==> src/rtl/axi4_slv_dual_fsm_pkg.sv <==
// axi4_slv_pkg: shared burst/response/FSM types and burst legality helper for the dual-FSM AXI4 slave
package axi4_slv_pkg;
  localparam int LEN_W = 8;
  localparam int SIZE_W = 3;
  typedef enum logic [1:0] {FIXED = 2'b00, INCR = 2'b01, WRAP = 2'b10, RSVD = 2'b11} axi4_burst_t;
  typedef enum logic [1:0] {OKAY = 2'b00, EXOKAY = 2'b01, SLVERR = 2'b10, DECERR = 2'b11} axi4_resp_t;
  typedef enum logic [1:0] {WR_IDLE, WR_DATA, WR_RESP} wr_fsm_t;
  typedef enum logic {RD_IDLE, RD_DATA} rd_fsm_t;
  typedef struct packed {
    logic [LEN_W-1:0] len;
    logic [SIZE_W-1:0] size;
    axi4_burst_t burst;
  } axi4_req_t;
  function automatic logic burst_illegal(input axi4_burst_t burst, input logic [LEN_W-1:0] len);
    return burst == RSVD || (burst == WRAP && !(len inside {8'd1, 8'd3, 8'd7, 8'd15}));
  endfunction
endpackage

==> src/rtl/axi4_slv_dual_fsm_if.sv <==
// axi4_slv_dual_fsm_if: AXI4 bus bundle between interconnect master and the dual-FSM slave
interface axi4_slv_dual_fsm_if #(
  parameter int ID_WIDTH = 4,
  parameter int ADDR_WIDTH = 32,
  parameter int DATA_WIDTH = 64,
  parameter int USER_WIDTH = 1
);
  logic [ID_WIDTH-1:0] awid;
  logic [ADDR_WIDTH-1:0] awaddr;
  logic [7:0] awlen;
  logic [2:0] awsize;
  logic [1:0] awburst;
  logic [USER_WIDTH-1:0] awuser;
  logic awvalid;
  logic awready;
  logic [DATA_WIDTH-1:0] wdata;
  logic [DATA_WIDTH/8-1:0] wstrb;
  logic wlast;
  logic [USER_WIDTH-1:0] wuser;
  logic wvalid;
  logic wready;
  logic [ID_WIDTH-1:0] bid;
  logic [1:0] bresp;
  logic [USER_WIDTH-1:0] buser;
  logic bvalid;
  logic bready;
  logic [ID_WIDTH-1:0] arid;
  logic [ADDR_WIDTH-1:0] araddr;
  logic [7:0] arlen;
  logic [2:0] arsize;
  logic [1:0] arburst;
  logic [USER_WIDTH-1:0] aruser;
  logic arvalid;
  logic arready;
  logic [ID_WIDTH-1:0] rid;
  logic [DATA_WIDTH-1:0] rdata;
  logic [1:0] rresp;
  logic rlast;
  logic [USER_WIDTH-1:0] ruser;
  logic rvalid;
  logic rready;
  modport slave (
    input awid, awaddr, awlen, awsize, awburst, awuser, awvalid,
    input wdata, wstrb, wlast, wuser, wvalid, bready,
    input arid, araddr, arlen, arsize, arburst, aruser, arvalid, rready,
    output awready, wready, bid, bresp, buser, bvalid,
    output arready, rid, rdata, rresp, rlast, ruser, rvalid
  );
  modport master (
    output awid, awaddr, awlen, awsize, awburst, awuser, awvalid,
    output wdata, wstrb, wlast, wuser, wvalid, bready,
    output arid, araddr, arlen, arsize, arburst, aruser, arvalid, rready,
    input awready, wready, bid, bresp, buser, bvalid,
    input arready, rid, rdata, rresp, rlast, ruser, rvalid
  );
endinterface

==> src/rtl/axi4_slv_dual_fsm_addr_gen.sv <==
// axi4_burst_addr_gen: next in-page byte address for FIXED/INCR/WRAP bursts; only bits [11:0] move so INCR never leaves the 4 KB page
module axi4_burst_addr_gen
  import axi4_slv_pkg::*;
(
  input  logic [11:0]       addr_i,
  input  logic [SIZE_W-1:0] size_i,
  input  logic [LEN_W-1:0]  len_i,
  input  axi4_burst_t       burst_i,
  output logic [11:0]       next_o
);
  logic [11:0] incr, mask;
  // WRAP keeps the bits above the (len+1)<<size window and wraps the offset inside it
  always_comb begin
    incr = addr_i + (12'd1 << size_i);
    mask = (({4'd0, len_i} + 12'd1) << size_i) - 12'd1;
    next_o = burst_i == FIXED ? addr_i : burst_i == WRAP ? (addr_i & ~mask) | (incr & mask) : incr;
  end
endmodule

==> src/rtl/axi4_slv_dual_fsm.sv <==
// axi4_slv_dual_fsm: AXI4 slave with independent read/write FSMs driving an SRAM-style word port
module axi4_slv_dual_fsm
  import axi4_slv_pkg::*;
#(
  parameter int ID_WIDTH = 4,
  parameter int ADDR_WIDTH = 32,
  parameter int DATA_WIDTH = 64,
  parameter int USER_WIDTH = 1,
  parameter int USR_ADDR_SIZE = 64 * 1024 * 1024,
  localparam int UA = $clog2(USR_ADDR_SIZE),
  localparam int OFF = $clog2(DATA_WIDTH / 8),
  localparam int WA = UA - OFF
)(
  input  logic                    aclk,
  input  logic                    aresetn,
  axi4_slv_dual_fsm_if.slave      axi,
  output logic                    usr_wr_en_o,
  output logic [WA-1:0]           usr_wr_addr_o,
  output logic [DATA_WIDTH/8-1:0] usr_wr_bm_o,
  output logic [DATA_WIDTH-1:0]   usr_wr_dat_o,
  output logic                    usr_rd_en_o,
  output logic [WA-1:0]           usr_rd_addr_o,
  input  logic [DATA_WIDTH-1:0]   usr_rd_dat_i
);
  logic rst_done_q;
  wr_fsm_t wr_st_q;
  axi4_req_t wr_req_q;
  logic [UA-1:0] wr_addr_q;
  logic [7:0] wr_cnt_q;
  logic err_w_q;
  logic [ID_WIDTH-1:0] bid_q;
  logic [USER_WIDTH-1:0] buser_q;
  logic [11:0] wr_lo_d;
  rd_fsm_t rd_st_q;
  axi4_req_t rd_req_q;
  logic [UA-1:0] rd_addr_q;
  logic [7:0] rd_cnt_q;
  logic err_r_q;
  logic [ID_WIDTH-1:0] rid_q;
  logic [USER_WIDTH-1:0] ruser_q;
  logic [11:0] rd_lo_d;
  logic aw_hs, w_hs, ar_hs, rd_last, err_aw, err_ar;

  axi4_burst_addr_gen u_wr_gen (.addr_i(wr_addr_q[11:0]), .size_i(wr_req_q.size), .len_i(wr_req_q.len), .burst_i(wr_req_q.burst), .next_o(wr_lo_d));
  axi4_burst_addr_gen u_rd_gen (.addr_i(rd_addr_q[11:0]), .size_i(rd_req_q.size), .len_i(rd_req_q.len), .burst_i(rd_req_q.burst), .next_o(rd_lo_d));

  assign err_aw = (axi.awaddr >> UA) != '0 || burst_illegal(axi4_burst_t'(axi.awburst), axi.awlen);
  assign err_ar = (axi.araddr >> UA) != '0 || burst_illegal(axi4_burst_t'(axi.arburst), axi.arlen);
  assign axi.awready = rst_done_q && wr_st_q == WR_IDLE;
  assign axi.wready = wr_st_q == WR_DATA;
  assign axi.bvalid = wr_st_q == WR_RESP;
  assign axi.bid = bid_q;
  assign axi.buser = buser_q;
  assign axi.bresp = axi.bvalid && err_w_q ? SLVERR : OKAY;
  assign axi.arready = rst_done_q && rd_st_q == RD_IDLE;
  assign axi.rvalid = rd_st_q == RD_DATA;
  assign axi.rid = rid_q;
  assign axi.ruser = ruser_q;
  assign axi.rresp = axi.rvalid && err_r_q ? SLVERR : OKAY;
  assign axi.rdata = axi.rvalid && !err_r_q ? usr_rd_dat_i : '0;
  assign rd_last = rd_cnt_q == rd_req_q.len;
  assign axi.rlast = axi.rvalid && rd_last;
  assign aw_hs = axi.awvalid && axi.awready;
  assign w_hs = axi.wvalid && axi.wready;
  assign ar_hs = axi.arvalid && axi.arready;
  assign usr_wr_en_o = w_hs && !err_w_q;
  assign usr_wr_addr_o = wr_addr_q[UA-1:OFF];
  assign usr_wr_bm_o = usr_wr_en_o ? axi.wstrb : '0;
  assign usr_wr_dat_o = usr_wr_en_o ? axi.wdata : '0;
  assign usr_rd_en_o = ar_hs ? !err_ar : axi.rvalid && axi.rready && !rd_last && !err_r_q;
  assign usr_rd_addr_o = ar_hs ? axi.araddr[UA-1:OFF] : {rd_addr_q[UA-1:12], rd_lo_d[11:OFF]};

  // Reset-release flop: address channels open one cycle after aresetn rises
  always_ff @(posedge aclk or negedge aresetn)
    if (!aresetn) rst_done_q <= 1'b0;
    else rst_done_q <= 1'b1;

  // Write FSM: capture AW, stream W beats to the user port, then return B
  always_ff @(posedge aclk or negedge aresetn)
    if (!aresetn) begin
      wr_st_q <= WR_IDLE;
      wr_req_q <= '0;
      wr_addr_q <= '0;
      wr_cnt_q <= '0;
      err_w_q <= 1'b0;
      bid_q <= '0;
      buser_q <= '0;
    end else begin
      case (wr_st_q)
        WR_IDLE: if (aw_hs) begin
          wr_st_q <= WR_DATA;
          wr_req_q <= '{len: axi.awlen, size: axi.awsize, burst: axi4_burst_t'(axi.awburst)};
          wr_addr_q <= axi.awaddr[UA-1:0];
          wr_cnt_q <= '0;
          err_w_q <= err_aw;
          bid_q <= axi.awid;
          buser_q <= axi.awuser;
        end
        WR_DATA: if (w_hs) begin
          wr_addr_q[11:0] <= wr_lo_d;
          wr_cnt_q <= wr_cnt_q + 8'd1;
          if (axi.wlast) begin
            wr_st_q <= WR_RESP;
            if (wr_cnt_q != wr_req_q.len) err_w_q <= 1'b1;
          end
        end
        WR_RESP: if (axi.bready) wr_st_q <= WR_IDLE;
        default: wr_st_q <= WR_IDLE;
      endcase
    end

  // Read FSM: fetch is issued on AR and on every accepted non-last beat, so R streams one beat per cycle
  always_ff @(posedge aclk or negedge aresetn)
    if (!aresetn) begin
      rd_st_q <= RD_IDLE;
      rd_req_q <= '0;
      rd_addr_q <= '0;
      rd_cnt_q <= '0;
      err_r_q <= 1'b0;
      rid_q <= '0;
      ruser_q <= '0;
    end else begin
      case (rd_st_q)
        RD_IDLE: if (ar_hs) begin
          rd_st_q <= RD_DATA;
          rd_req_q <= '{len: axi.arlen, size: axi.arsize, burst: axi4_burst_t'(axi.arburst)};
          rd_addr_q <= axi.araddr[UA-1:0];
          rd_cnt_q <= '0;
          err_r_q <= err_ar;
          rid_q <= axi.arid;
          ruser_q <= axi.aruser;
        end
        RD_DATA: if (axi.rready) begin
          if (rd_last) rd_st_q <= RD_IDLE;
          else begin
            rd_cnt_q <= rd_cnt_q + 8'd1;
            rd_addr_q[11:0] <= rd_lo_d;
          end
        end
        default: rd_st_q <= RD_IDLE;
      endcase
    end
endmodule

==> src/flat_wrapper.sv <==
// flat-port wrapper written by rule: the top's interface ports become plain ports
module axi4_slv_dual_fsm_flat import axi4_slv_pkg::*;
#(
  parameter int ID_WIDTH = 4,
  parameter int ADDR_WIDTH = 32,
  parameter int DATA_WIDTH = 64,
  parameter int USER_WIDTH = 1,
  parameter int USR_ADDR_SIZE = 64 * 1024 * 1024,
  localparam int UA = $clog2(USR_ADDR_SIZE),
  localparam int OFF = $clog2(DATA_WIDTH / 8),
  localparam int WA = UA - OFF
)
  (aclk, aresetn, usr_wr_en_o, usr_wr_addr_o, usr_wr_bm_o, usr_wr_dat_o, usr_rd_en_o, usr_rd_addr_o, usr_rd_dat_i, axi_awid, axi_awaddr, axi_awlen, axi_awsize, axi_awburst, axi_awuser, axi_awvalid, axi_wdata, axi_wstrb, axi_wlast, axi_wuser, axi_wvalid, axi_bready, axi_arid, axi_araddr, axi_arlen, axi_arsize, axi_arburst, axi_aruser, axi_arvalid, axi_rready, axi_awready, axi_wready, axi_bid, axi_bresp, axi_buser, axi_bvalid, axi_arready, axi_rid, axi_rdata, axi_rresp, axi_rlast, axi_ruser, axi_rvalid);
  axi4_slv_dual_fsm_if #(.ID_WIDTH(ID_WIDTH), .ADDR_WIDTH(ADDR_WIDTH), .DATA_WIDTH(DATA_WIDTH), .USER_WIDTH(USER_WIDTH)) axi_i ();
  input  logic aclk;
  input  logic aresetn;
  output logic usr_wr_en_o;
  output logic [WA-1:0] usr_wr_addr_o;
  output logic [DATA_WIDTH/8-1:0] usr_wr_bm_o;
  output logic [DATA_WIDTH-1:0] usr_wr_dat_o;
  output logic usr_rd_en_o;
  output logic [WA-1:0] usr_rd_addr_o;
  input  logic [DATA_WIDTH-1:0] usr_rd_dat_i;
  input wire logic [$bits(axi_i.awid)-1:0] axi_awid;
  input wire logic [$bits(axi_i.awaddr)-1:0] axi_awaddr;
  input wire logic [$bits(axi_i.awlen)-1:0] axi_awlen;
  input wire logic [$bits(axi_i.awsize)-1:0] axi_awsize;
  input wire logic [$bits(axi_i.awburst)-1:0] axi_awburst;
  input wire logic [$bits(axi_i.awuser)-1:0] axi_awuser;
  input wire logic [$bits(axi_i.awvalid)-1:0] axi_awvalid;
  input wire logic [$bits(axi_i.wdata)-1:0] axi_wdata;
  input wire logic [$bits(axi_i.wstrb)-1:0] axi_wstrb;
  input wire logic [$bits(axi_i.wlast)-1:0] axi_wlast;
  input wire logic [$bits(axi_i.wuser)-1:0] axi_wuser;
  input wire logic [$bits(axi_i.wvalid)-1:0] axi_wvalid;
  input wire logic [$bits(axi_i.bready)-1:0] axi_bready;
  input wire logic [$bits(axi_i.arid)-1:0] axi_arid;
  input wire logic [$bits(axi_i.araddr)-1:0] axi_araddr;
  input wire logic [$bits(axi_i.arlen)-1:0] axi_arlen;
  input wire logic [$bits(axi_i.arsize)-1:0] axi_arsize;
  input wire logic [$bits(axi_i.arburst)-1:0] axi_arburst;
  input wire logic [$bits(axi_i.aruser)-1:0] axi_aruser;
  input wire logic [$bits(axi_i.arvalid)-1:0] axi_arvalid;
  input wire logic [$bits(axi_i.rready)-1:0] axi_rready;
  output wire logic [$bits(axi_i.awready)-1:0] axi_awready;
  output wire logic [$bits(axi_i.wready)-1:0] axi_wready;
  output wire logic [$bits(axi_i.bid)-1:0] axi_bid;
  output wire logic [$bits(axi_i.bresp)-1:0] axi_bresp;
  output wire logic [$bits(axi_i.buser)-1:0] axi_buser;
  output wire logic [$bits(axi_i.bvalid)-1:0] axi_bvalid;
  output wire logic [$bits(axi_i.arready)-1:0] axi_arready;
  output wire logic [$bits(axi_i.rid)-1:0] axi_rid;
  output wire logic [$bits(axi_i.rdata)-1:0] axi_rdata;
  output wire logic [$bits(axi_i.rresp)-1:0] axi_rresp;
  output wire logic [$bits(axi_i.rlast)-1:0] axi_rlast;
  output wire logic [$bits(axi_i.ruser)-1:0] axi_ruser;
  output wire logic [$bits(axi_i.rvalid)-1:0] axi_rvalid;
  assign axi_i.awid = axi_awid;
  assign axi_i.awaddr = axi_awaddr;
  assign axi_i.awlen = axi_awlen;
  assign axi_i.awsize = axi_awsize;
  assign axi_i.awburst = axi_awburst;
  assign axi_i.awuser = axi_awuser;
  assign axi_i.awvalid = axi_awvalid;
  assign axi_i.wdata = axi_wdata;
  assign axi_i.wstrb = axi_wstrb;
  assign axi_i.wlast = axi_wlast;
  assign axi_i.wuser = axi_wuser;
  assign axi_i.wvalid = axi_wvalid;
  assign axi_i.bready = axi_bready;
  assign axi_i.arid = axi_arid;
  assign axi_i.araddr = axi_araddr;
  assign axi_i.arlen = axi_arlen;
  assign axi_i.arsize = axi_arsize;
  assign axi_i.arburst = axi_arburst;
  assign axi_i.aruser = axi_aruser;
  assign axi_i.arvalid = axi_arvalid;
  assign axi_i.rready = axi_rready;
  assign axi_awready = axi_i.awready;
  assign axi_wready = axi_i.wready;
  assign axi_bid = axi_i.bid;
  assign axi_bresp = axi_i.bresp;
  assign axi_buser = axi_i.buser;
  assign axi_bvalid = axi_i.bvalid;
  assign axi_arready = axi_i.arready;
  assign axi_rid = axi_i.rid;
  assign axi_rdata = axi_i.rdata;
  assign axi_rresp = axi_i.rresp;
  assign axi_rlast = axi_i.rlast;
  assign axi_ruser = axi_i.ruser;
  assign axi_rvalid = axi_i.rvalid;
  axi4_slv_dual_fsm #(.ID_WIDTH(ID_WIDTH), .ADDR_WIDTH(ADDR_WIDTH), .DATA_WIDTH(DATA_WIDTH), .USER_WIDTH(USER_WIDTH), .USR_ADDR_SIZE(USR_ADDR_SIZE)) u_core (.aclk(aclk), .aresetn(aresetn), .axi(axi_i), .usr_wr_en_o(usr_wr_en_o), .usr_wr_addr_o(usr_wr_addr_o), .usr_wr_bm_o(usr_wr_bm_o), .usr_wr_dat_o(usr_wr_dat_o), .usr_rd_en_o(usr_rd_en_o), .usr_rd_addr_o(usr_rd_addr_o), .usr_rd_dat_i(usr_rd_dat_i));
endmodule
==> config.mk <==
export PLATFORM = sky130hd
export DESIGN_NAME = axi4_slv_dual_fsm_flat
export DESIGN_NICKNAME = d
export VERILOG_FILES = /design/src/rtl/axi4_slv_dual_fsm_pkg.sv /design/src/rtl/axi4_slv_dual_fsm_if.sv /design/src/rtl/axi4_slv_dual_fsm_addr_gen.sv /design/src/rtl/axi4_slv_dual_fsm.sv /design/src/flat_wrapper.sv
export SDC_FILE = /design/constraint.sdc
export NUM_CORES = 1
export LEC_CHECK = 0
export ABC_AREA = 1
export CORE_AREA = 3 3 175 177
export DETAILED_ROUTE_END_ITERATION = 6
export DIE_AREA = 0 0 178 180
export GPL_TIMING_DRIVEN = 0
export HOLD_SLACK_MARGIN = 0.02
export PLACE_DENSITY = 0.67
export SYNTH_ARGS = -nofsm -noshare
export SYNTH_HDL_FRONTEND = slang
export SYNTH_HIERARCHICAL = 1
export SYNTH_SLANG_ARGS = --single-unit
==> constraint.sdc <==
create_clock -name aclk -period 4.9 [get_ports aclk]
set_input_delay 0.49 -clock aclk [delete_from_list [all_inputs] [get_ports aclk]]
set_output_delay 0.49 -clock aclk [all_outputs]
set_load 0.01 [all_outputs]
; Yosys cells after proc, flatten, opt, wreduce, memory -nomap -nowiden
; Index checks and enable logic that the tools add are counted.
[totals]
register_bits = 110
output_inout_bits = 204
input_bits = 245
[classes]
reduce_logical = 41
eq_ne = 28
n_addsub = 8
mux = 39
shifts = 4
n_bitwise = 9
[ops]
columns = operator, count
row1 = $mux 64, 2
row2 = $mux 12, 9
row3 = $reduce_bool 32->1, 2
row4 = $and 12x12->12, 4
row5 = $mux 8, 6
row6 = $pmux 12 s2, 2
row7 = $pmux 8 s2, 2
row8 = $add 12x12->12, 2
row9 = $not 12->12, 2
row10 = $or 12x12->12, 2
row11 = $shl 1x3->12 const A, 2
row12 = $shl 9x3->12, 2
row13 = $sub 12x1->12 const B, 2
row14 = $mux 23, 1
row15 = $add 8x1->9 const B, 2
row16 = $add 8x1->8 const B, 2
row17 = $eq 8x1->1 const B, 2
row18 = $eq 8x2->1 const B, 2
row19 = $eq 8x3->1 const B, 2
row20 = $eq 8x4->1 const B, 2
row21 = $ne 2x2->1 const B, 8
row22 = $logic_and 1x1->1, 15
row23 = $eq 2x2->1 const B, 7
row24 = $mux 2, 6
row25 = other kinds (17), 41

; Logic depth before layout (Yosys ltp)
[logic_depth]
ltp_word = 11
mapped_depth = 24

; Hierarchy
; Netlist, hierarchy kept.
[by_module_without_submodules]
columns = module, area_per_inst_um2, cells_each, n_inst
row1 = axi4_slv_dual_fsm, 6658.9, 933, 1
row2 = axi4_burst_addr_gen, 1565.3, 281, 2

; Worst setup path before layout
; Ideal clock, no wire load.
[synth_timing]
path_type = reg-to-output
start = reg u_core/rd_req_q[4] in the netlist's numbering
end = out usr_rd_addr_o[7]
path_buffers = 1
required_ns = 4.410
t_arrival_ns = 2.455
path_stages_with_launch = 21
slack_ns = 1.955
cell_sequence = dfrtp_1 > clkbuf_1 > nor3_1 > ha_1 > fa_1 > nand3_1 > nand2_1 > nand2_1 > nand2_1 > a21oi_1 > inv_1 > a21oi_1 > o21ai_0 > nand2_1 > nor3_1 > nand2_1 > nand2_1 > nand2_1 > inv_1 > nand2_1 > o21ai_0
[synth_between]
elab_chain_cells = 8
[synth_rtl]
columns = item, line
row1 = from (decl), axi4_slv_dual_fsm.sv:35  ; axi4_req_t rd_req_q;
row2 = from (signal assigned), axi4_slv_dual_fsm.sv:126  ; rd_req_q <= '{len: axi.arlen, size: axi.arsize, burst: axi4_burst_t'(axi.arburst)};
row3 = $shl 9x3->12, axi4_slv_dual_fsm_addr_gen.sv:15  ; mask = (({4'd0, len_i} + 12'd1) << size_i) - 12'd1;
row4 = $sub 12x1->12, axi4_slv_dual_fsm_addr_gen.sv:15
row5 = $not 12->12, axi4_slv_dual_fsm_addr_gen.sv:16  ; next_o = burst_i == FIXED ? addr_i : burst_i == WRAP ? (addr_i & ~mask) | (incr & mask) : incr;
row6 = $and 12x12->12, axi4_slv_dual_fsm_addr_gen.sv:16
row7 = $or 12x12->12, axi4_slv_dual_fsm_addr_gen.sv:16
row8 = $mux 12 * (2 in series), axi4_slv_dual_fsm_addr_gen.sv:16
row9 = named net u_core.rd_lo_d[10], axi4_slv_dual_fsm.sv:41  ; logic [11:0] rd_lo_d;
row10 = $mux 23 *, axi4_slv_dual_fsm.sv:71  ; assign usr_rd_addr_o = ar_hs ? axi.araddr[UA-1:OFF] : {rd_addr_q[UA-1:12], rd_lo_d[11:OFF]};
row11 = to (decl), flat_wrapper.sv:22  ; output logic [WA-1:0] usr_rd_addr_o;
; The timed path passes the listed nets; every way through them passes the cells marked *. The select of a mux whose other input is x is not followed.

; Worst setup path after layout
; Ends and elaborated chain as after synthesis.

==> metrics.cfg <==
[clocking]
clkSinkCount = 110
cts_tree = built
cts_setup_buffers = 0
cts_hold_buf = 1
root_buffer = clkbuf_16
ctsLongestPathBuffers = 2
cts_resized = 0
h-tree-depth = 3
cts_buffers = 9
clkLatencyLatePin_ns = 0.37
clk_pin_slew_worst_paths_ns = 0.09

[global_routing]
grt_max_degree = 79
antenna_found_initial = 2
grt_pass1_wl_um = 57170
grt_usage_pct = 22.27
grt_pass1_vias = 10750
globalRouteOverflowTotal = 0

[synthesis]
netlist_top_cells_area = dfrtp_1 (28%), nand2_1 (14%), inv_1 (9.9%)
syn_area_um2 = 9789
synth_edf_count = 0
postSynthAreaPerCell_um2 = 6.548
ys_types = 44
synth_top_area_cell = dfrtp_1
synth.most_common_cell = nand2_1
synth_cells = 1495
async_flop_share_pct = 100.0
ys_seq_area_share_pct = 28.12
ys_ff_latch = 110
netlist_top_cells_count = nand2_1 (371), inv_1 (257), nor2_1 (200), dfrtp_1 (110), nand3_1 (102)
synth-warning-count = 6
synth_ff_type = dfrtp_1
synth_top_area_share_pct = 28.12

[power]
powerDensity_nw_per_um2 = 502.0
peakVddDrop_uv = 274.8
p_leak_uw = 0.007635

[sta]
fmax_mhz = 228.6
final_hold_viol_count = 0
drv_slew = 0
slew_headroom_pct = 54.32
worst_hold_slack_ns = 0.4866
fin_ws_ns = 0.5247
min_period_ns = 4.375
finClkSkew_ns = 0.01061
setup_viol = 0
rsz0062_at_grt = false
period_share_pct = 89.29
worst_pin_slew_ns = 0.6852

[setup_path]
crit_top_cell = nand2_1
path_delay_family = buffers and inverters
slowest_delay_ns = 0.59
start_kind = flop
crit_buf_inv = 4
cp_cell_sequence = clkbuf_1 > nor3_1 > ha_1 > fa_1 > nand3_1 > nand2_1 > nand2_1 > nand2_1 > a21oi_1 > inv_1 > a21oi_1 > o21ai_0 > nand2_1 > nor3_1 > nand3_1 > nand2_1 > inv_1 > nand2_1 > o21ai_0 > clkdlybuf4s50_1
worstPathArrival_ns = 3.89
cpMaxStageDelayCell = clkdlybuf4s50_1
critical_path_peak_fanout = 10
crit_type = flop to primary output
critPathRequiredTime_ns = 4.41
endpoint_kind = primary output

[cells_and_area]
syn_to_final_growth_pct = 54.27
stdcell_count = 2350
drive_above_1_share_pct = 12.30
nets = 2223
fillers = 2881

[detailed_routing]
drt-total-wl_um = 36540
num_vias = 10950
dr.pass1.iters = 5
wire_per_inst_um = 15.55
drt-initial-drc-count = 625
via_per_inst = 4.661
ant_nets = 0
drc = 0

[place]
gp_congestion = 0.9154
dp_slack_ns = 0.9164
dp_cells = 2332
hpwl_um = 30190
port_buffers = 445

[flow_run]
drv_cap = 0

[floorplanning]
core-area_um2 = 29400
die_h_um = 180
start_util_pct = 33.30
num_io_pins = 449
dieArea_um2 = 32040
die_w_um = 178
rows = 63

[status]
status = finished clean

[hold_path]
hold_class = flop to flop

[sequential cells by signal (all words and copies together), names as in the netlist]
signal             count
u_core/axi.buser       1
u_core/wr_st_q         2
u_core/rd_addr_q      26
u_core/rd_req_q       13
u_core/err_r_q         1
u_core/axi.bid         4
u_core/rd_cnt_q        8
u_core/rst_done_q      1
u_core/err_w_q         1
u_core/axi.ruser       1
u_core/axi.rvalid      1
u_core/wr_cnt_q        8
u_core/wr_req_q       13
u_core/axi.rid         4
u_core/wr_addr_q      26
[logic make-up after synthesis]
group / Yosys count / synth area share, %
simple gates: 804 / 37.55
buf+inv: 361 / 16.22
compound gates: 122 / 7.247
flops: 110 / 28.12
mux: 49 / 5.509
fa+ha+maj: 24 / 3.221
xor+xnor: 23 / 2.058
other cells: 2 / 0.07672
[cells in the final DEF (no fill, tap or decap), types with 9 or more instances in the layout]
cell	instances
a21oi_1	15
a31oi_1	14
buf_2	21
buf_4	31
buf_6	13
clkbuf_1	15
clkbuf_16	9
clkdlybuf4s50_1	444
dfrtp_1	110
ha_1	22
inv_1	257
inv_2	21
mux2_2	34
mux2i_1	10
nand2_1	371
nand2_2	36
nand3_1	102
nand3_2	30
nand4_1	16
nor2_1	200
nor2_4	11
nor3_1	14
o21ai_0	67
xnor2_1	13
xor2_1	10
[routing by layer]
metal	track usage, %	part of all wire [%]
met5	0	0
met4	5.121	1.9
met3	6.147	8.5
met2	35.78	46
met1	29.72	44
[metrics by stage]
step | utilization [%] | instance area (um2) | total power, uW | TNS (ns)
floorplan | - | 9793 | 5073 | 0
global placement | 50.12 | 14740 | 6653 | -138.27
detailed placement | 50.21 | 14760 | 6755 | 0
CTS | 51.36 | 15100 | 7622 | 0
global route | 51.36 | 15100 | 8302 | 0
finish | 51.36 | 15100 | 7581 | 0
[tightest hold or removal path: stages, from the launching register on]
cell,delay (ns)
dfrtp_1,0.35
nand2_1,0.05
nand2_1,0.05
[report_power, final]
part	internal [uW]	switching, uW	total (uW)
registers	1290	432	1720
logic	2260	2780	5050
clock network	415	397	812
total	3970	3610	7580
[layout make-up]
type | instances | area, um2 | share of cell area, %
multi-input cells | 1025 | 5453 | 36.11
repair buffers | 447 | 4493 | 29.75
flip-flops and latches | 110 | 2753 | 18.23
inverters | 282 | 1059 | 7.009
plain buffers | 79 | 529.3 | 3.505
well taps | 390 | 488.0 | 3.231
clock buffers | 9 | 225.2 | 1.491
clock inverters | 7 | 100.1 | 0.6628
diodes | 1 | 2.502 | 0.01657
[path summary, 6_finish.rpt]
check / from / endpoint / slack, ns / cells after the start
worst min-delay path: u_core/wr_addr_q[18]$_DFFE_PN0P_ / u_core/wr_addr_q[18]$_DFFE_PN0P_ / 0.49 / 2
worst min register to register: u_core/wr_addr_q[18]$_DFFE_PN0P_ / u_core/wr_addr_q[18]$_DFFE_PN0P_ / 0.49 / 2
max in group asynchronous: aresetn / u_core/rd_req_q[2]$_DFFE_PN0P_ / 3.61 / 3
worst max register to register: u_core/rd_req_q[4]$_DFFE_PN0P_ / u_core/rd_addr_q[10]$_DFFE_PN0P_ / 1.65 / 22
worst max-delay path: u_core/rd_req_q[4]$_DFFE_PN0P_ / usr_rd_addr_o[7] / 0.52 / 20
min in group asynchronous: aresetn / u_core/wr_addr_q[0]$_DFFE_PN0P_ / 0.56 / 2
Power figures use the tool's default switching activity.
